File: src/rtl/pipeline_ctrl_pkg.sv
// rtl/pipeline_ctrl_pkg.sv - shared types and helpers for the pipeline stall/flush sequencer
package pipeline_ctrl_pkg;

    localparam int REG_W = 4;

    typedef enum logic [1:0] {
        ST_RUN        = 2'd0,
        ST_DMEM_WAIT  = 2'd1,
        ST_HALT_DRAIN = 2'd2,
        ST_HALTED     = 2'd3
    } ctrl_state_e;

    typedef struct packed {
        logic pc;
        logic if_id;
        logic id_ex;
        logic ex_mem;
        logic mem_wb;
    } we_t;

    typedef struct packed {
        logic if_id;
        logic id_ex;
        logic mem_wb;
    } flush_t;

    // Register 0 is hardwired, so a write to it can never create a dependency.
    function automatic logic src_hit(input logic use_src,
                                     input logic [REG_W-1:0] src,
                                     input logic [REG_W-1:0] dst);
        return use_src && (dst != '0) && (dst == src);
    endfunction

endpackage

File: src/rtl/pipeline_ctrl_if.sv
// rtl/pipeline_ctrl_if.sv - hazard inputs and stage-control outputs of the pipeline sequencer
interface pipeline_ctrl_if #(
    parameter int CNT_W = 16
);
    logic [pipeline_ctrl_pkg::REG_W-1:0] id_rs;
    logic [pipeline_ctrl_pkg::REG_W-1:0] id_rt;
    logic                                id_use_rs;
    logic                                id_use_rt;
    logic                                id_jr;
    logic                                id_hlt;
    logic [pipeline_ctrl_pkg::REG_W-1:0] ex_rd;
    logic                                ex_rw;
    logic                                ex_load;
    logic [pipeline_ctrl_pkg::REG_W-1:0] mem_rd;
    logic                                mem_rw;
    logic                                branch_taken;
    logic                                imem_rdy;
    logic                                dmem_req;
    logic                                dmem_rdy;
    logic                                pc_we;
    logic                                if_id_we;
    logic                                id_ex_we;
    logic                                ex_mem_we;
    logic                                mem_wb_we;
    logic                                if_id_flush;
    logic                                id_ex_flush;
    logic                                mem_wb_flush;
    logic                                halted;
    logic                                err;
    logic [CNT_W-1:0]                    stall_cnt;

    modport master (
        output id_rs, id_rt, id_use_rs, id_use_rt, id_jr, id_hlt,
               ex_rd, ex_rw, ex_load, mem_rd, mem_rw,
               branch_taken, imem_rdy, dmem_req, dmem_rdy,
        input  pc_we, if_id_we, id_ex_we, ex_mem_we, mem_wb_we,
               if_id_flush, id_ex_flush, mem_wb_flush, halted, err, stall_cnt
    );

    modport slave (
        input  id_rs, id_rt, id_use_rs, id_use_rt, id_jr, id_hlt,
               ex_rd, ex_rw, ex_load, mem_rd, mem_rw,
               branch_taken, imem_rdy, dmem_req, dmem_rdy,
        output pc_we, if_id_we, id_ex_we, ex_mem_we, mem_wb_we,
               if_id_flush, id_ex_flush, mem_wb_flush, halted, err, stall_cnt
    );

endinterface

File: src/rtl/pipeline_ctrl_hazard_detect.sv
// rtl/pipeline_ctrl_hazard_detect.sv - load-use and JR-source hazards the forwarding network cannot cover
module pipeline_ctrl_hazard_detect
    import pipeline_ctrl_pkg::*;
(
    input  logic [REG_W-1:0] id_rs,
    input  logic [REG_W-1:0] id_rt,
    input  logic             id_use_rs,
    input  logic             id_use_rt,
    input  logic             id_jr,
    input  logic [REG_W-1:0] ex_rd,
    input  logic             ex_load,
    input  logic [REG_W-1:0] mem_rd,
    input  logic             mem_rw,
    output logic             lu,
    output logic             jrh
);

    assign lu  = ex_load && (src_hit(id_use_rs, id_rs, ex_rd) || src_hit(id_use_rt, id_rt, ex_rd));

    // JR reads its target in ID; an EX ALU result is forwarded there, a load or MEM result is not.
    assign jrh = id_jr && (src_hit(ex_load, id_rs, ex_rd) || src_hit(mem_rw, id_rs, mem_rd));

endmodule

File: src/rtl/pipeline_ctrl.sv
// rtl/pipeline_ctrl.sv - stall/flush sequencer owning every pipeline-register write enable
module pipeline_ctrl
    import pipeline_ctrl_pkg::*;
#(
    parameter int DRAIN_CYC    = 3,
    parameter int DMEM_TIMEOUT = 255,
    parameter int CNT_W        = 16
) (
    input  logic            clk,
    input  logic            rst_n,
    pipeline_ctrl_if.slave  ctrl
);

    localparam int DW = $clog2(DRAIN_CYC + 1);
    localparam int TW = $clog2(DMEM_TIMEOUT + 1);

    ctrl_state_e    state_q, state_d;
    logic [DW-1:0]  drain_cnt_q, drain_cnt_d;
    logic [TW-1:0]  to_cnt_q, to_cnt_d;
    logic [CNT_W-1:0] stall_cnt_q, stall_cnt_d;
    logic           err_q, err_d;

    logic   lu, jrh, dmem_wait, run_rules;
    we_t    we;
    flush_t flush;

    pipeline_ctrl_hazard_detect u_hazard (
        .id_rs     (ctrl.id_rs),
        .id_rt     (ctrl.id_rt),
        .id_use_rs (ctrl.id_use_rs),
        .id_use_rt (ctrl.id_use_rt),
        .id_jr     (ctrl.id_jr),
        .ex_rd     (ctrl.ex_rd),
        .ex_load   (ctrl.ex_load),
        .mem_rd    (ctrl.mem_rd),
        .mem_rw    (ctrl.mem_rw),
        .lu        (lu),
        .jrh       (jrh)
    );

    assign dmem_wait = ctrl.dmem_req && !ctrl.dmem_rdy;

    always_comb begin
        we          = '1;
        flush       = '0;
        state_d     = state_q;
        drain_cnt_d = drain_cnt_q;
        to_cnt_d    = '0;
        err_d       = err_q;
        run_rules   = 1'b0;

        case (state_q)
            ST_RUN: begin
                if (dmem_wait) begin
                    we           = '0;
                    flush.mem_wb = 1'b1;
                    state_d      = ST_DMEM_WAIT;
                end else begin
                    run_rules = 1'b1;
                end
            end
            ST_DMEM_WAIT: begin
                if (dmem_wait) begin
                    we           = '0;
                    flush.mem_wb = 1'b1;
                    to_cnt_d     = (to_cnt_q == TW'(DMEM_TIMEOUT)) ? to_cnt_q : to_cnt_q + 1'b1;
                    err_d        = err_q || (to_cnt_d == TW'(DMEM_TIMEOUT));
                end else begin
                    state_d   = ST_RUN;
                    run_rules = 1'b1;
                end
            end
            ST_HALT_DRAIN: begin
                if (dmem_wait) begin
                    we           = '0;
                    flush.mem_wb = 1'b1;
                end else begin
                    we.pc       = 1'b0;
                    flush.if_id = 1'b1;
                    if (drain_cnt_q == '0) begin
                        state_d = ST_HALTED;
                    end else begin
                        drain_cnt_d = drain_cnt_q - 1'b1;
                    end
                end
            end
            default: begin
                we = '0;
            end
        endcase

        // A taken branch squashes whatever sits in IF/ID, so hazards and HLT there are wrong-path.
        if (run_rules) begin
            if (ctrl.branch_taken) begin
                flush.if_id = 1'b1;
                flush.id_ex = 1'b1;
            end else if (lu || jrh) begin
                we.pc       = 1'b0;
                we.if_id    = 1'b0;
                flush.id_ex = 1'b1;
            end else if (ctrl.id_hlt) begin
                we.pc       = 1'b0;
                flush.if_id = 1'b1;
                drain_cnt_d = DW'(DRAIN_CYC - 1);
                state_d     = ST_HALT_DRAIN;
            end else if (!ctrl.imem_rdy) begin
                we.pc       = 1'b0;
                flush.if_id = 1'b1;
            end
        end

        stall_cnt_d = stall_cnt_q;
        if (!we.pc && (state_q != ST_HALTED) && (stall_cnt_q != '1)) begin
            stall_cnt_d = stall_cnt_q + 1'b1;
        end
    end

    always_ff @(posedge clk or negedge rst_n) begin
        if (!rst_n) begin
            state_q     <= ST_RUN;
            drain_cnt_q <= '0;
            to_cnt_q    <= '0;
            stall_cnt_q <= '0;
            err_q       <= 1'b0;
        end else begin
            state_q     <= state_d;
            drain_cnt_q <= drain_cnt_d;
            to_cnt_q    <= to_cnt_d;
            stall_cnt_q <= stall_cnt_d;
            err_q       <= err_d;
        end
    end

    // Reset forces every stage register to load a bubble, independent of the clock.
    assign ctrl.pc_we        = rst_n && we.pc;
    assign ctrl.if_id_we     = rst_n && we.if_id;
    assign ctrl.id_ex_we     = rst_n && we.id_ex;
    assign ctrl.ex_mem_we    = rst_n && we.ex_mem;
    assign ctrl.mem_wb_we    = rst_n && we.mem_wb;
    assign ctrl.if_id_flush  = !rst_n || flush.if_id;
    assign ctrl.id_ex_flush  = !rst_n || flush.id_ex;
    assign ctrl.mem_wb_flush = !rst_n || flush.mem_wb;
    assign ctrl.halted       = (state_q == ST_HALTED);
    assign ctrl.err          = err_q;
    assign ctrl.stall_cnt    = stall_cnt_q;

endmodule

File: src/flat_wrapper.sv
// flat-port wrapper written by rule: the top's interface ports become plain ports
module pipeline_ctrl_flat import pipeline_ctrl_pkg::*;
#(
    parameter int DRAIN_CYC    = 3,
    parameter int DMEM_TIMEOUT = 255,
    parameter int CNT_W        = 16
)
  (clk, rst_n, ctrl_id_rs, ctrl_id_rt, ctrl_id_use_rs, ctrl_id_use_rt, ctrl_id_jr, ctrl_id_hlt, ctrl_ex_rd, ctrl_ex_rw, ctrl_ex_load, ctrl_mem_rd, ctrl_mem_rw, ctrl_branch_taken, ctrl_imem_rdy, ctrl_dmem_req, ctrl_dmem_rdy, ctrl_pc_we, ctrl_if_id_we, ctrl_id_ex_we, ctrl_ex_mem_we, ctrl_mem_wb_we, ctrl_if_id_flush, ctrl_id_ex_flush, ctrl_mem_wb_flush, ctrl_halted, ctrl_err, ctrl_stall_cnt);
  pipeline_ctrl_if #(.CNT_W(CNT_W)) ctrl_i ();
  input  logic clk;
  input  logic rst_n;
  input wire logic [$bits(ctrl_i.id_rs)-1:0] ctrl_id_rs;
  input wire logic [$bits(ctrl_i.id_rt)-1:0] ctrl_id_rt;
  input wire logic [$bits(ctrl_i.id_use_rs)-1:0] ctrl_id_use_rs;
  input wire logic [$bits(ctrl_i.id_use_rt)-1:0] ctrl_id_use_rt;
  input wire logic [$bits(ctrl_i.id_jr)-1:0] ctrl_id_jr;
  input wire logic [$bits(ctrl_i.id_hlt)-1:0] ctrl_id_hlt;
  input wire logic [$bits(ctrl_i.ex_rd)-1:0] ctrl_ex_rd;
  input wire logic [$bits(ctrl_i.ex_rw)-1:0] ctrl_ex_rw;
  input wire logic [$bits(ctrl_i.ex_load)-1:0] ctrl_ex_load;
  input wire logic [$bits(ctrl_i.mem_rd)-1:0] ctrl_mem_rd;
  input wire logic [$bits(ctrl_i.mem_rw)-1:0] ctrl_mem_rw;
  input wire logic [$bits(ctrl_i.branch_taken)-1:0] ctrl_branch_taken;
  input wire logic [$bits(ctrl_i.imem_rdy)-1:0] ctrl_imem_rdy;
  input wire logic [$bits(ctrl_i.dmem_req)-1:0] ctrl_dmem_req;
  input wire logic [$bits(ctrl_i.dmem_rdy)-1:0] ctrl_dmem_rdy;
  output wire logic [$bits(ctrl_i.pc_we)-1:0] ctrl_pc_we;
  output wire logic [$bits(ctrl_i.if_id_we)-1:0] ctrl_if_id_we;
  output wire logic [$bits(ctrl_i.id_ex_we)-1:0] ctrl_id_ex_we;
  output wire logic [$bits(ctrl_i.ex_mem_we)-1:0] ctrl_ex_mem_we;
  output wire logic [$bits(ctrl_i.mem_wb_we)-1:0] ctrl_mem_wb_we;
  output wire logic [$bits(ctrl_i.if_id_flush)-1:0] ctrl_if_id_flush;
  output wire logic [$bits(ctrl_i.id_ex_flush)-1:0] ctrl_id_ex_flush;
  output wire logic [$bits(ctrl_i.mem_wb_flush)-1:0] ctrl_mem_wb_flush;
  output wire logic [$bits(ctrl_i.halted)-1:0] ctrl_halted;
  output wire logic [$bits(ctrl_i.err)-1:0] ctrl_err;
  output wire logic [$bits(ctrl_i.stall_cnt)-1:0] ctrl_stall_cnt;
  assign ctrl_i.id_rs = ctrl_id_rs;
  assign ctrl_i.id_rt = ctrl_id_rt;
  assign ctrl_i.id_use_rs = ctrl_id_use_rs;
  assign ctrl_i.id_use_rt = ctrl_id_use_rt;
  assign ctrl_i.id_jr = ctrl_id_jr;
  assign ctrl_i.id_hlt = ctrl_id_hlt;
  assign ctrl_i.ex_rd = ctrl_ex_rd;
  assign ctrl_i.ex_rw = ctrl_ex_rw;
  assign ctrl_i.ex_load = ctrl_ex_load;
  assign ctrl_i.mem_rd = ctrl_mem_rd;
  assign ctrl_i.mem_rw = ctrl_mem_rw;
  assign ctrl_i.branch_taken = ctrl_branch_taken;
  assign ctrl_i.imem_rdy = ctrl_imem_rdy;
  assign ctrl_i.dmem_req = ctrl_dmem_req;
  assign ctrl_i.dmem_rdy = ctrl_dmem_rdy;
  assign ctrl_pc_we = ctrl_i.pc_we;
  assign ctrl_if_id_we = ctrl_i.if_id_we;
  assign ctrl_id_ex_we = ctrl_i.id_ex_we;
  assign ctrl_ex_mem_we = ctrl_i.ex_mem_we;
  assign ctrl_mem_wb_we = ctrl_i.mem_wb_we;
  assign ctrl_if_id_flush = ctrl_i.if_id_flush;
  assign ctrl_id_ex_flush = ctrl_i.id_ex_flush;
  assign ctrl_mem_wb_flush = ctrl_i.mem_wb_flush;
  assign ctrl_halted = ctrl_i.halted;
  assign ctrl_err = ctrl_i.err;
  assign ctrl_stall_cnt = ctrl_i.stall_cnt;
  pipeline_ctrl #(.DRAIN_CYC(DRAIN_CYC), .DMEM_TIMEOUT(DMEM_TIMEOUT), .CNT_W(CNT_W)) u_core (.clk(clk), .rst_n(rst_n), .ctrl(ctrl_i));
endmodule
File: config.mk
export PLATFORM = sky130hd
export DESIGN_NAME = pipeline_ctrl_flat
export DESIGN_NICKNAME = d
export VERILOG_FILES = /design/src/rtl/pipeline_ctrl_pkg.sv /design/src/rtl/pipeline_ctrl_if.sv /design/src/rtl/pipeline_ctrl_hazard_detect.sv /design/src/rtl/pipeline_ctrl.sv /design/src/flat_wrapper.sv
export SDC_FILE = /design/constraint.sdc
export NUM_CORES = 1
export LEC_CHECK = 0
export CAP_MARGIN = 20
export CORE_MARGIN = 3
export CORE_UTILIZATION = 30
export DETAILED_ROUTE_END_ITERATION = 8
export PLACE_DENSITY_LB_ADDON = 0.2
export SYNTH_ARGS = -nofsm -noshare
export SYNTH_HDL_FRONTEND = slang
export SYNTH_HIERARCHICAL = 1
export SYNTH_SLANG_ARGS = --single-unit
File: constraint.sdc
create_clock -name clk -period 2.6 [get_ports clk]
set_input_delay 0.52 -clock clk [delete_from_list [all_inputs] [get_ports clk]]
set_output_delay 0.52 -clock clk [all_outputs]
set_load 0.02 [all_outputs]
==> flow_metrics.tcl <==
set metrics [dict create \
    cts_root_buffer "clkbuf_8" \
    avgViaCountPerCell 5.00 \
    fin_nets 300 \
    slew_viol_final 0 \
    fin_setup_tns_ns -0.605 \
    antenna_cells 0 \
    hp-class "register to register" \
    drc 0 \
    combPwrFrac_pct 37.7 \
    cts_sinks 29 \
    layout.cells.non_filler 342 \
    clockBufferDepth 2 \
    dp_cells 332 \
    final_layout_size_suffix_gt1_share_pct 23.3 \
    totalPowerFinal_mw 1.75 \
    clock_latency_ns 0.28 \
    synth_cell_type_count 41 \
    synth_area_sq_mm 0.00179 \
    overflow 0 \
    totalWireLength_microns 4970 \
    gp_congestion 0.787 \
    vias 1709 \
    cts_made_buffers 5 \
    die_y_microns 83.3 \
    dp_hpwl_microns 3620 \
    worst_path_dominant_cell_family "compound AO/OA/AOI/OAI gates" \
    setup_ws_ns -0.338 \
    status "finished with violations" \
    fin_crit_sh_pct 113 \
    slowest_stage "or4b_4" \
    clkTransAtPathRegs_ns 0.06 \
    start_kind "input port" \
    skew_ns 0.00585 \
    initial_core_util_pct 31.8 \
    antenna_found_initial 0 \
    crit_chain "buf_8 -> o41ai_4 -> buf_4 -> nor2_2 -> a21o_1 -> or4b_4 -> a211oi_4 -> and2_4 -> buf_6" \
    finalHoldViolCount 0 \
    cp_slowest_stage_delay_ns 0.53 \
    irDropWorstVdd_uv 533 \
    io_buffer_count 53 \
    cts_tree "built" \
    worstPathArrival_ns 2.42 \
    rsz0062_at_grt "yes" \
    syn_to_final_growth_pct 53.1 \
    fin_util_pct 48.7 \
    clockPowerShare_pct 27.8 \
    die_w_microns 83.3 \
    syn_avg_cell_area_sq_um 9.30 \
    yosysSeqAreaShare_pct 40.4 \
    syn_nets 224 \
    io_pins 55 \
    whs_ns 0.471 \
    drt_pre_antenna_iters 4 \
    internal_power_mw 1.16 \
    grt_pass1_vias 1671 \
    sequentialPowerShare_pct 34.5 \
    cp_data_required_time_ns 2.08 \
    slew_headroom_pct 66.4 \
    cts_htree_levels 2 \
    power_density_mw_per_mm2 639 \
    dieArea_sq_mm 0.00694 \
    setup_violations 4 \
    grt.total_usage_pct 14.5 \
    coreArea_sq_mm 0.00564 \
    drv_cap 0 \
    path_buf_inv 3 \
    grt_pass1_wl_microns 8170 \
    synthCells 193 \
    p_leak_nw 1.18 \
    drt_first_iter_violations 57 \
    yosys_warnings 6 \
    rows 27 \
    cp_max_fo 2 \
    critPathCaptureType "output port" \
    violations "negative setup slack" \
    antenna_left 0 \
    period_needed_ns 2.94 \
    fmax_ghz 0.340 \
    switching_share_pct 34.0 \
    tightestPinTransition_ns 0.492 \
    p_sw_mw 0.596 \
    grt_max_degree 23 \
    post_drt_wl_per_cell_microns 14.5 \
    ys_ff_latch 29 \
    crit_type "input port to output port" \
]
## cells in the final DEF (no fill, tap or decap), drive strengths merged, types with 2 or more instances in the layout
cell type and instances:
a31oi 3, nor2b 3, nor4b 2, nand4 11
clkdlybuf4s15 2, ha 2, and4 4, clkdlybuf4s50 28
dlygate4sd2 11, nand2b 4, a21oi 9, nor3b 2
inv 2, and2 3, and3 12, dfrtp 29
nand3 11, nand3b 3, nor3 4, clkbuf 7
nor2 14, buf 37, o31ai 2, xnor2 23
a211oi 3, xor2 6, o21ai 4, nand2 14
## synth_stat cells
cell,count,area [sq um]
a2111oi_0,1,8.76
a211oi_2,2,25.0
a21o_1,1,7.51
a21oi_1,9,45.0
a311oi_1,1,8.76
a31o_2,1,8.76
a31oi_1,3,18.8
and2_1,3,18.8
and3_1,12,75.1
and4_1,4,35.0
buf_2,1,5.00
buf_4,2,15.0
buf_6,1,11.3
clkbuf_1,6,22.5
dfrtp_1,29,726
ha_1,2,25.0
inv_1,2,7.51
mux2_2,1,11.3
mux2i_1,1,10.0
nand2_1,14,52.6
nand2b_1,4,25.0
nand3_1,11,55.1
nand3b_1,3,22.5
nand4_1,11,68.8
nor2_1,14,52.6
nor2b_1,3,18.8
nor3_1,4,20.0
nor3b_1,2,15.0
nor4_1,1,6.26
nor4b_1,2,17.5
o2111ai_1,1,8.76
o21a_1,1,7.51
o21ai_0,4,20.0
o311ai_0,1,8.76
o31a_1,1,8.76
o31ai_1,2,15.0
o41ai_2,1,16.3
or3_1,1,6.26
or4b_1,1,10.0
xnor2_1,23,201
xor2_1,6,52.6
## final timing paths
kind,start,end,slack (ns),depth (start not counted)
min reg2reg,u_core/ctrl.err,u_core/ctrl.err,0.47,1
min,u_core/ctrl.err,u_core/ctrl.err,0.47,1
min in group asynchronous,rst_n,u_core/ctrl.stall_cnt[12],0.74,3
max in group asynchronous,rst_n,u_core/to_cnt_q[1],1.56,3
max reg2reg,u_core/to_cnt_q[0],u_core/ctrl.err,0.51,6
max,ctrl_ex_rd[2],ctrl_pc_we,-0.34,9
## power groups by stage
stage	Clock [mW]	Sequential [mW]	Combinational, mW
final	0.488	0.606	0.661
after CTS	0.503	0.606	0.638
after global placement	0	0.612	0.627
after floorplan	0	0.653	0.297
after detailed placement	0	0.612	0.628
after global routing	0.527	0.621	0.710
## metal layers
metal | GRT usage (%) | vias up | part of all wire (%)
met1 | 18.4 | 815 | 44
met2 | 24.5 | 33 | 52
li1 | - | 855 | -
met4 | 5.35 | 0 | 1.6
met3 | 2.88 | 6 | 2.7
met5 | 0 | - | 0
## worst register-to-register path, cell delays in order, from the launching register on
cell and delay, ns:
dfrtp_1 0.46, ha_1 0.50, nand2_1 0.11, o31ai_1 0.09
a31oi_1 0.13, a2111oi_0 0.51, a31o_2 0.23
## state kept, by name (all words and copies together) (netlist names)
signal / cells
u_core/to_cnt_q: 8
u_core/ctrl.stall_cnt: 16
u_core/ctrl.err: 1
u_core/state_q: 2
u_core/drain_cnt_q: 2
## cell type report
type | count | area (sq um)
timing repair buffer | 78 | 689
fill | 535 | 2900
tap | 72 | 90.1
inverter | 2 | 7.51
multi-input combinational | 153 | 1120
clock inverter | 1 | 30.0
sequential | 29 | 726
clock buffer | 7 | 86.3
## logic make-up after synthesis
| group | share of synthesized area (%) |
|---|---|
| adders and majority gates | 1.39 |
| buffers and inverters | 3.42 |
| xor gates and xnor gates | 14.2 |
| DFF | 40.4 |
| AOI/OAI and AO/OA | 11.6 |
| and+or+nand+nor | 27.8 |
| muxes | 1.19 |
## what timing repair did
item                       CTS  global route
gates resized for setup     88            10
hold buffers                 0             0
setup buffers                3             4
pin swaps                   25             8
setup endpoints to repair   23            20
gates cloned                 0             1
## per-stage QoR
stage / worst slack [ns] / instance area, sq um
after floorplan: -0.220 / 1800
after global placement: -1.18 / 2540
after detailed placement: -1.25 / 2540
after CTS: -0.340 / 2700
after global routing: -0.410 / 2750
final: -0.338 / 2750
(Power assumes the default switching activity.)
